$ cat config.mk
export PLATFORM = sky130hd
export DESIGN_NAME = arp_tx_frame_gen
export DESIGN_NICKNAME = d
export VERILOG_FILES = /design/src/rtl/arp_tx_frame_gen.sv
export SDC_FILE = /design/constraint.sdc
export NUM_CORES = 1
export LEC_CHECK = 0
export BUFFER_PORTS_ARGS = -buffer_cell sky130_fd_sc_hd__buf_2
export CAP_MARGIN = 0
export CORE_MARGIN = 5
export CORE_UTILIZATION = 40
export DETAILED_ROUTE_END_ITERATION = 6
export PLACE_DENSITY = 0.68
export SYNTH_ARGS = -nofsm -noshare
export SYNTH_HDL_FRONTEND = slang
export SYNTH_SLANG_ARGS = --single-unit
$ cat constraint.sdc
create_clock -name aclk -period 24.2 [get_ports aclk]
set_input_delay 3.63 -clock aclk [delete_from_list [all_inputs] [get_ports aclk]]
set_output_delay 3.63 -clock aclk [all_outputs]
set_load 0.03 [all_outputs]
$ cat src/rtl/arp_tx_frame_gen.sv
// Serializes one Ethernet+ARP frame per arbiter request as a byte-wide AXI-Stream.
// Fields are latched at the start edge; the frame is optionally zero-padded to 60 bytes.
module arp_tx_frame_gen #(
  parameter int PAD_TO_MIN = 1
) (
  input  logic        aclk,
  input  logic        aresetn,
  input  logic        arp_tx_start,
  input  logic        arp_oper,
  input  logic [47:0] local_mac,
  input  logic [31:0] local_ip,
  input  logic [47:0] target_mac,
  input  logic [31:0] target_ip,
  output logic [7:0]  m_axis_tdata,
  output logic        m_axis_tvalid,
  output logic        m_axis_tlast,
  input  logic        m_axis_tready,
  output logic        arp_data_tx_done
);

  localparam logic [5:0] LAST = (PAD_TO_MIN != 0) ? 6'd59 : 6'd41;

  typedef enum logic [1:0] {IDLE, SEND, DONE} state_t;

  state_t      state, state_nxt;
  logic [5:0]  cnt;
  logic        start_d;
  logic        start_hit;
  logic        cap_oper;
  logic [47:0] cap_lmac;
  logic [31:0] cap_lip;
  logic [47:0] cap_tmac;
  logic [31:0] cap_tip;

  function automatic logic [7:0] pick(input logic [47:0] f, input int n);
    return 8'(f >> (8 * n));
  endfunction

  function automatic logic [7:0] frame_byte(
    input logic [5:0]  idx,
    input logic        oper,
    input logic [47:0] lmac,
    input logic [31:0] lip,
    input logic [47:0] tmac,
    input logic [31:0] tip
  );
    logic [47:0] dst;
    logic [47:0] tha;
    logic [7:0]  b;
    int          i;
    i   = int'(idx);
    dst = oper ? 48'hFFFF_FFFF_FFFF : tmac;
    tha = oper ? 48'h0 : tmac;
    b   = 8'h00;
    if (i < 6)        b = pick(dst, 5 - i);
    else if (i < 12)  b = pick(lmac, 11 - i);
    else if (i == 12) b = 8'h08;
    else if (i == 13) b = 8'h06;
    else if (i == 14) b = 8'h00;
    else if (i == 15) b = 8'h01;
    else if (i == 16) b = 8'h08;
    else if (i == 17) b = 8'h00;
    else if (i == 18) b = 8'h06;
    else if (i == 19) b = 8'h04;
    else if (i == 20) b = 8'h00;
    else if (i == 21) b = oper ? 8'h01 : 8'h02;
    else if (i < 28)  b = pick(lmac, 27 - i);
    else if (i < 32)  b = pick({16'h0, lip}, 31 - i);
    else if (i < 38)  b = pick(tha, 37 - i);
    else if (i < 42)  b = pick({16'h0, tip}, 41 - i);
    return b;
  endfunction

  // A level held high or an edge while busy never starts a frame.
  assign start_hit = arp_tx_start && !start_d && (state == IDLE);

  always_ff @(posedge aclk or negedge aresetn) begin
    if (!aresetn) state <= IDLE;
    else          state <= state_nxt;
  end

  always_ff @(posedge aclk or negedge aresetn) begin
    if (!aresetn) begin
      start_d <= 1'b0;
      cnt     <= '0;
    end else begin
      start_d <= arp_tx_start;
      if (start_hit)
        cnt <= '0;
      else if (state == SEND && m_axis_tready && cnt != LAST)
        cnt <= cnt + 6'd1;
    end
  end

  // Field capture is data only; frame content comes solely from these copies.
  always_ff @(posedge aclk) begin
    if (start_hit) begin
      cap_oper <= arp_oper;
      cap_lmac <= local_mac;
      cap_lip  <= local_ip;
      cap_tmac <= target_mac;
      cap_tip  <= target_ip;
    end
  end

  always_comb begin
    state_nxt = state;
    case (state)
      IDLE:    if (start_hit) state_nxt = SEND;
      SEND:    if (m_axis_tready && cnt == LAST) state_nxt = DONE;
      DONE:    state_nxt = IDLE;
      default: state_nxt = IDLE;
    endcase
  end

  always_comb begin
    m_axis_tvalid    = 1'b0;
    m_axis_tlast     = 1'b0;
    m_axis_tdata     = 8'h00;
    arp_data_tx_done = 1'b0;
    case (state)
      SEND: begin
        m_axis_tvalid = 1'b1;
        m_axis_tlast  = (cnt == LAST);
        m_axis_tdata  = frame_byte(cnt, cap_oper, cap_lmac, cap_lip, cap_tmac, cap_tip);
      end
      DONE:    arp_data_tx_done = 1'b1;
      default: ;
    endcase
  end

endmodule

==> results by stage <==
Global route:
- The sum of overflow across all layers after global routing is 0.
- The initial antenna violation count is 0.
- The largest net degree at the start of global routing is roughly 170.
- The number of global-route vias before repair is 5315.
- The total global-route track usage is between 10% and 20%.
- The first global-routing pass estimated between 20 and 30 mm of wire.

CTS:
- The clock buffer count from CTS is 17.
- The clock tree from TritonCTS is done.
- CTS saw 170 sinks.
- The clock-pin slew reported for the worst setup and hold paths after clock tree synthesis is approximately 0.06 ns.
- The clock reaches the later pin of the worst-skew pair after approximately 0.42 ns.
- Counting along the longest clock path gives a buffer depth of 2.
- The number of setup buffers added after CTS is 0.
- CTS built an H-tree with a depth of 4.
- The cell sitting at the root of the clock tree is a clkbuf_16.
- The number of gates given a new drive strength after cts is 0.
- The count of hold-fix buffers inserted at cts is 0.

STA:
- At the pin with the least slew margin, the transition time is between 1 and 1.5 ns.
- Between clock sinks in the finished design, the worst skew comes to 0.00664 ns.
- The count of final max-slew check failures was 0.
- The headroom to the max-slew limit is between 30% and 40%.
- The top achievable clock speed is between 100 and 150 MHz.
- The final clock period utilization by the worst path is around 31%.
- Setup violations remaining at the end of the flow were counted as 0.
- The final number of hold-violating endpoints is 0.
- Setup repair after global routing left no endpoint under its margin.
- The post-layout minimum cycle time is around 7.5 ns.
- Setup total negative slack on the finished layout was measured at 0 ns.

Run status:
- The run finished with clean final reports.

Flow run:
- The count of maximum capacitance violations is 0.

Critical path:
- The endpoint identified for the worst register-to-register timing path is cnt[5]$_DFFE_PN0P_.
- The first element of the critical path is cnt[2]$_DFFE_PN0P_.
- The setup path with the least slack is of type reg -> out.
- The largest single stage delay on the critical path is roughly 0.67 ns.
- For flop-to-flop paths, the worst setup slack is between 20 and 25 ns.
- The highest-delay cell along the critical path is ha_1.
- STA classifies the critical path endpoint as an output port.
- The critical path arrival is around 3.9 ns.
- At the worst endpoint, the required time is between 20 and 25 ns.
- Walking the worst path, the cells encountered are clkinv_1 -> ha_1 -> nor4b_1 -> nand3_1 -> o221a_2 -> nor3_1 -> o32a_1 -> buf_2.
- The worst setup path is launched from a flip-flop.
- The capturing instance or port of the critical path is m_axis_tdata[5].
- The worst flop-to-flop path startpoint is cnt[0]$_DFFE_PN0P_.
- For the worst flop-to-flop path, the logic depth is 8.
- Of all nets on the critical path, the largest fanout is 13.

Placed design:
- Detailed placement finished with a half-perimeter wire length of between 10 and 15 mm.
- In this run the tool buffered the top-level ports with 175 buffer cells.
- After detailed placement, the design holds a cell count of 859.
- The weighted congestion at the end of routability-driven global placement is 0.873.

Routing:
- After detailed routing, the total wire length is 18.4 mm.
- The total DRC errors in the routed layout is 0.
- The post-detailed-route count of antenna-violating nets is 0.
- In the final routed layout, each cell accounts on average for 20.6 µm.
- Using the TritonRoute via totals, the vias-per-cell ratio works out to 5.42.
- The routed layout has about 4800 vias.
- The number of DRC markers after the initial detailed-route iteration is around 400.
- For this run, the detailed router's first-pass iteration total came to 5.

Power and ir drop:
- The worst ir drop on vdd is about 0.059 mV.
- The power density over the cells is approximately 110 nW/µm².
- The leakage power is roughly 3.4 nW.

Layout:
- From synthesis to final layout, the design area changed by 23.1%.
- In the final layout, the share of cells above drive strength 1 is between 30% and 40%.
- The count of inserted antenna diode cells is 0.
- The number of standard cells in the final layout excluding fillers is approximately 890.
- After the last flow step, the layout net total stands at 820.

Floorplanning:
- The die extent in x is between 100 and 150 µm.
- Measured along the y axis, the die boundary spans 146 µm.
- Row generation in the floorplan step produced 50 rows.
- The initial core utilization is between 40 and 50%.
- The die covers about 21000 µm².
- The core region is 18500 µm².
- ~180 I/O pins were placed.

Synthesis:
- Synthesis inferred 170 register bits.
- The register area share after synthesis is 67.9%.
- Summing the areas of all xor and xnor instances in the mapped netlist gives less than 1% of the synthesized area.
- The Yosys warning count is 0.
- In the synthesized netlist, the number of instances is 468.
- The most used flip-flop cell after synthesis is edfxtp_1.
- The share of synthesized area spent on multiplexers is 11.8%.
- The distinct cell type count after synthesis is 63.
- Counting flops with a built-in enable in the synthesized netlist gives between 150 and 200.
- By area, the combinational part of the netlist is dominated by multiplexers.
- The top cell type by area accounts for between 60% and 70% of the synthesized area.
- The simple-gate area share of the yosys netlist is under 10%.
- The cell area after technology mapping is 7450 µm².
- The synthesized netlist devotes 8.08% of its cell area to compound gates.
- The average cell area after synthesis is approximately 16 µm².
- In the post-synthesis netlist, the biggest area contributors are edfxtp_1 65%, mux4_2 7.9%, mux2i_1 3.2%, dfrtp_1 3.0%, ha_1 1.8%.
- The share of flip-flops with an asynchronous set or reset is 5.29%.
- The synthesized net count is approximately 640.
- The top cell type by total area after synthesis is edfxtp_1.
- After Yosys synthesis, full adders, half adders and majority gates account for 1.85% of the synthesized area.

Worst hold path:
- The type of the tightest min-delay check is reg -> reg.
critical path, delay by kind of cell (launching register included):
kind,cells,cell delay [ns]
DFF,1,0.50
adders and majority gates,1,0.67
and+or+nand+nor,3,1.09
AOI/OAI and AO/OA,2,0.54
buffers and inverters,2,0.64
layout by cell type, fill, tap and decap left out, types with 3 or more instances in the layout:
cell and count:
clkbuf_1 3, and3_1 6, a31oi_1 7, buf_2 175, edfxtp_1 161, o21ai_0 11
nand2b_1 9, ha_1 11, mux2i_1 24, inv_1 10, clkbuf_16 17, o221ai_1 3
bufinv_16 4, nand3_1 11, nor2b_1 3, nand2_1 22, nor3_1 4, mux2_2 5
xnor2_1 3, o211ai_1 4, clkinv_1 6, mux4_2 26, dfrtp_1 7, nand4_1 4
o22ai_1 5, a21oi_1 26, nor2_1 29, a211oi_1 3
cells in the mapped netlist (4+ instances only):
| library cell | n |
|---|---|
| dfrtp_1 | 9 |
| edfxtp_1 | 161 |
| mux2i_1 | 24 |
| inv_1 | 10 |
| a31oi_1 | 7 |
| o21ai_0 | 11 |
| clkbuf_1 | 6 |
| and3_1 | 6 |
| nand2_1 | 22 |
| nand3_1 | 11 |
| a21oi_1 | 26 |
| nor3_1 | 4 |
| o22ai_1 | 5 |
| o211ai_1 | 4 |
| ha_1 | 11 |
| mux4_2 | 26 |
| nand2b_1 | 9 |
| mux2_2 | 5 |
| buf_2 | 11 |
| nand4_1 | 4 |
| nor2_1 | 29 |
layer usage:
layer  share of wire, %  track usage [%]  wire length [µm]  vias up
met2                 51             29.2              9340      193
li1                   -                -                 -     2218
met3                6.9             4.97              1260       35
met4                2.4             6.35               438        0
met1                 40             21.2              7310     2379
met5                  0                0                 0        -
logic make-up (layout without fill, tap and decap cells):
family | after synthesis | in the layout
compound gates | 85 | 85
xor+xnor | 5 | 5
fa+ha+maj | 11 | 11
buf+inv | 35 | 224
flops | 170 | 170
mux | 55 | 55
simple gates | 107 | 107
where the power goes:
| part | switching, W | internal, W | total (W) |
|---|---|---|---|
| clock network | 0.000109 | 0.000172 | 0.000281 |
| logic | 0.000250 | 0.000151 | 0.000401 |
| registers | 0.0000143 | 0.000339 | 0.000353 |
how the worst min path moves through the flow:
stage / from / cells past startpoint / slack, ns / to
6_report: state[0]$_DFFE_PN0P_ / 2 / 0.69 / state[1]$_DFFE_PN0P_
5_1_grt: state[0]$_DFFE_PN0P_ / 2 / 0.74 / state[1]$_DFFE_PN0P_
4_1_cts: state[0]$_DFFE_PN0P_ / 2 / 0.70 / state[1]$_DFFE_PN0P_
3_5_place_dp: state[0]$_DFFE_PN0P_ / 2 / 0.69 / state[1]$_DFFE_PN0P_
3_3_place_gp: state[1]$_DFFE_PN0P_ / 2 / 0.71 / state[1]$_DFFE_PN0P_
2_1_floorplan: state[1]$_DFFE_PN0P_ / 2 / 0.58 / state[1]$_DFFE_PN0P_
sequential cells by signal (all words and copies together), names as in the netlist:
register / count
cap_lmac: 48
cap_tmac: 48
cap_lip: 32
cap_tip: 32
cnt: 6
state: 2
cap_oper: 1
start_d: 1
layout make-up:
type                            count  area [µm²]
Clock buffer                       20         437
Clock inverter                     12         173
Fill cell                        1609        9350
Inverter                           14        52.6
Multi-Input combinational cell    263        2230
Sequential cell                   170        5060
Tap cell                          234         293
Timing Repair Buffer              178         911
stage by stage:
| stage | hold slack (ns) | cell area, µm² | total power (W) | worst slack [ns] | utilization, % |
|---|---|---|---|---|---|
| after global routing | 0.738 | 9160 | 0.00109 | 16.51 | 49.5 |
| after CTS | 0.702 | 9160 | 0.00104 | 16.74 | 49.5 |
| after global placement | 0.707 | 8550 | 0.000763 | 17.40 | 46.2 |
| after floorplan | 0.576 | 7450 | 0.000650 | 2.81 | - |
| final | 0.688 | 9160 | 0.00103 | 16.72 | 49.5 |
| after detailed placement | 0.692 | 8550 | 0.000761 | 17.17 | 46.2 |
No activity file was read; power rests on OpenSTA's default activity.
